$ cat config.mk
export PLATFORM = sky130hd
export DESIGN_NAME = servo_driver
export DESIGN_NICKNAME = d
export VERILOG_FILES = /design/src/rtl/servo_driver.sv
export SDC_FILE = /design/constraint.sdc
export NUM_CORES = 1
export LEC_CHECK = 0
export ABC_AREA = 1
export BUFFER_PORTS_ARGS = -buffer_cell sky130_fd_sc_hd__buf_4
export CORE_MARGIN = 2
export CORE_UTILIZATION = 45
export CTS_BUF_LIST = sky130_fd_sc_hd__clkbuf_8 sky130_fd_sc_hd__clkbuf_16
export DETAILED_ROUTE_END_ITERATION = 16
export HOLD_SLACK_MARGIN = 0.02
export PLACE_DENSITY_LB_ADDON = 0.2
export REMOVE_ABC_BUFFERS = 1
export SETUP_SLACK_MARGIN = 0.4
export SYNTH_ARGS = -nofsm -noshare
export SYNTH_HDL_FRONTEND = slang
export SYNTH_SLANG_ARGS = --single-unit
$ cat constraint.sdc
create_clock -name i_clk -period 2.02 [get_ports i_clk]
set_clock_uncertainty 0.1 [all_clocks]
set_input_delay 0.202 -clock i_clk [delete_from_list [all_inputs] [get_ports i_clk]]
set_output_delay 0.202 -clock i_clk [all_outputs]
set_load 0.05 [all_outputs]
$ cat src/rtl/servo_driver.sv
// servo_driver: single-shot hobby-servo PWM frame generator.
// One accepted start produces one frame: o_pulse high for the latched
// number of cycles (clamped to the frame), then low until the frame ends.
// o_done is high only while idle and ready for the next start.
module servo_driver #(
  parameter int T_CLK   = 10,
  parameter int T_FRAME = 20_000_000
) (
  input  logic        i_clk,
  input  logic        i_rstn,
  input  logic        i_start,
  input  logic [31:0] i_pulseWidth,
  output logic        o_done,
  output logic        o_pulse
);

  localparam logic [31:0] FRAME_CYCLES = 32'(T_FRAME / T_CLK);

  typedef enum logic [1:0] {
    IDLE = 2'd0,
    HIGH = 2'd1,
    LOW  = 2'd2
  } state_t;

  state_t      state_q, state_d;
  logic [31:0] count_q, count_d;
  logic [31:0] width_q, width_d;
  logic        pulse_q, done_q;

  // State, counter, latched width and the output flops; reset cuts the pulse at once.
  always_ff @(posedge i_clk or negedge i_rstn) begin
    if (!i_rstn) begin
      state_q <= IDLE;
      count_q <= '0;
      width_q <= '0;
      pulse_q <= 1'b0;
      done_q  <= 1'b1;
    end else begin
      state_q <= state_d;
      count_q <= count_d;
      width_q <= width_d;
      pulse_q <= (state_d == HIGH);
      done_q  <= (state_d == IDLE);
    end
  end

  // Next-state logic; the frame-length check wins over the width check so
  // an oversized width is clamped to the frame and the counter never wraps.
  always_comb begin
    state_d = state_q;
    count_d = count_q;
    width_d = width_q;
    unique case (state_q)
      IDLE: begin
        if (i_start) begin
          width_d = i_pulseWidth;
          count_d = 32'd1;
          state_d = (i_pulseWidth != 32'd0) ? HIGH : LOW;
        end
      end
      HIGH: begin
        count_d = count_q + 32'd1;
        if (count_q == FRAME_CYCLES) begin
          state_d = IDLE;
          count_d = '0;
        end else if (count_q == width_q) begin
          state_d = LOW;
        end
      end
      LOW: begin
        count_d = count_q + 32'd1;
        if (count_q == FRAME_CYCLES) begin
          state_d = IDLE;
          count_d = '0;
        end
      end
      default: begin
        state_d = IDLE;
        count_d = '0;
      end
    endcase
  end

  assign o_pulse = pulse_q;
  assign o_done  = done_q;

endmodule

==> flow_summary.yaml <==
sta:
  fin_ws_ns: 0.160
  fin_crit_sh_pct: 92.1
  rsz0062_at_grt: "yes"
  hold_viol: 0
  slew_violations: 0
  tightest_slew_ns: 0.318
  max_slew_margin_pct: 78.6
  setup_violations: 0
  min_period_ns: 1.86
  timing.fmax_mhz: 538
route:
  vias: 4343
  vias_per_cell: 5.01
  drt-initial-drc-count: 260
  drc_errors: 0
  route.final.wire_length_mm: 12.0
  post_drt_wl_per_cell_um: 13.8
  drt_first_pass_iters: 5
  antenna_left: 0
place:
  dpl.cell_count: 812
  dp_slack_ns: 0.0447
  portBuffers: 36
  place_hpwl_mm: 8.36
  place_congestion: 0.876
synth:
  postSynthAreaPerCell_um2: 6.88
  syn-instance-count: 652
  yosys.area.top_type: "dfrtp_1"
  yosys_warnings: 0
  synth_top_cell_area_share_pct: 37.4
  ys_ff_latch: 68
  syn-cell-area_um2: 4490
  ys_types: 39
  ys_seq_area_share_pct: 38.0
  synth.area.top_cells: "dfrtp_1, nand2_1, inv_1"
setup_path:
  reg2reg_from: "count_q[1]$_DFFE_PN0P_"
  worstRegToRegCells: 8
  endpoint_kind: "flip-flop"
  ff2ff_setup_slack_ns: 0.16
  startpoint_type: "flip-flop"
  arrival_ns: 2.01
  cp_max_fo: 4
  cp-startpoint: "count_q[1]$_DFFE_PN0P_"
  crit_type: "flip-flop to flip-flop"
  r2r_end: "count_q[18]$_DFFE_PN0P_"
  critical_path_required_ns: 2.17
clock_network:
  tritoncts: "yes"
  cts_root_buf: "clkbuf_8"
  clock_latency_ns: 0.36
  cts_max_level: 3
  clk_pin_slew_worst_paths_ns: 0.07
  cts.path.max_buffers: 2
  numCtsBuffers: 9
  cts_sinks: 68
floorplanning:
  start_util_pct: 46.1
  core_area_um2: 9730
  die-area_um2: 10800
  ios: 37
  die_x_um: 104
  die_height_um: 104
  rows: 36
layout:
  final_common_cell: "nand2_1"
  layout_common_cells: "nand2_1, inv_1, nor2_1"
  n_fill_cell: 901
  fin_cells: 867
  area.sequential_um2: 1720
  drive_above_1_share_pct: 22.9
  area.growth.synth_to_final_pct: 29.2
  multi_input_area_um2: 2530
  fin_nets: 770
  antenna_cells: 0
job:
  cap_violations: 0
power:
  ir_worst_vdd_mv: 0.792
  p_per_area_nw_per_um2: 1010
  leakagePower_nw: 2.73
global_route:
  gr-total-overflow: 0
  grt_util_met3_pct: 5.64
  grt_max_degree: 47
  antenna_found_initial: 0
  grt_first_pass_wirelength_mm: 19.2
  use_met2_pct: 36.7
  grt_pass1_vias: 4128
  met1_usage_pct: 28.5
  busiest_layer: "met2"
  gr-usage-all-layers_pct: 22.4
min_path:
  worstHoldStart: "i_pulseWidth[25]"
  hp-class: "input pin to flip-flop"
  hold_path_end: "width_q[25]$_DFFE_PN0P_"
  hold_depth: 3
outcome:
  status: "finished, final reports clean"
## cell usage after synthesis (all sizes together)
master and n:
a21oi 9, and3 1, dfstp 1, dfrtp 67, or2 1, ha 6
xnor2 15, buf 11, xor2 21, a31oi 1, nor2 91, o21bai 1
o22ai 2, and2 1, nand2 187, clkbuf 11, o21ai 45, nor3 19
o31ai 1, nor4 2, nor3b 3, nand3 22, inv 111, nand4 23
## layout make-up
class,instances,share of cell area [%]
sequential,68,29.6
timing repair buffer,85,12.4
inverter,111,7.49
clock inverter,5,0.777
tap,133,2.87
clock buffer,11,2.61
multi-input combinational,452,43.7
timing repair inverter,2,0.561
## critical path, cell delays in order, from the launching register on
cell and delay, ns:
dfrtp_1 0.41, ha_2 0.23, nand3_4 0.09, nor2_4 0.13, nand4_1 0.19, nor2_4 0.19, nand3_2 0.10, o21ai_0 0.25
a21oi_2 0.04
## what timing repair did
item / CTS / global route
setup endpoints to repair: 36 / 36
hold buffers: 21 / 0
cloned: 2 / 1
gates resized for setup: 32 / 73
setup buffers: 10 / 5
endpoints found under the hold margin: 87 / 0
pin swaps: 8 / 17
## worst max path at each step
stage,to,slack [ns]
final,count_q[18]$_DFFE_PN0P_,0.16
after global routing,count_q[18]$_DFFE_PN0P_,0.04
after CTS,count_q[30]$_DFFE_PN0P_,0.21
after detailed placement,count_q[11]$_DFFE_PN0P_,0.04
after global placement,count_q[9]$_DFFE_PN0P_,0.10
after floorplan,o_pulse$_DFF_PN0_,-0.13
## per-layer routing
layer	wire (um)	share of wire, %
met5	0	0
met4	397	3.3
met3	776	6.5
met2	5660	47
met1	5130	43
## cell families after synthesis
logic type                 count (synthesis)  synth area share, %
AOI/OAI and AO/OA                         59                 6.78
and+or+nand+nor                          350                 33.8
xor gates and xnor gates                  36                 7.03
buffers and inverters                    133                 12.8
DFF                                       68                 38.0
adders and majority gates                  6                 1.67
## sequential cells by signal, indices dropped and copies added, names as in the netlist
signal,cells
state_q,2
o_done,1
o_pulse,1
count_q,32
width_q,32
## where the power goes
part / switching, mW / internal (mW)
sequential: 0.365 / 1.74
clock: 0.512 / 0.620
combinational: 1.57 / 1.04
total: 2.45 / 3.40
## per-stage QoR
stage	cell area [um^2]	util, %	hold slack (ns)	setup TNS (ns)	total power [mW]
3_3_place_gp	4880	50.2	0.0266	0	4.08
4_1_cts	5480	56.3	0.0210	0	5.52
6_report	5800	59.6	0.0355	0	5.84
3_5_place_dp	4880	50.2	0.0305	0	4.14
5_1_grt	5800	59.6	0.0241	0	6.30
2_1_floorplan	4330	-	-0.194	-0.348	3.48
Note: power is estimated with default switching activity, not from simulation.
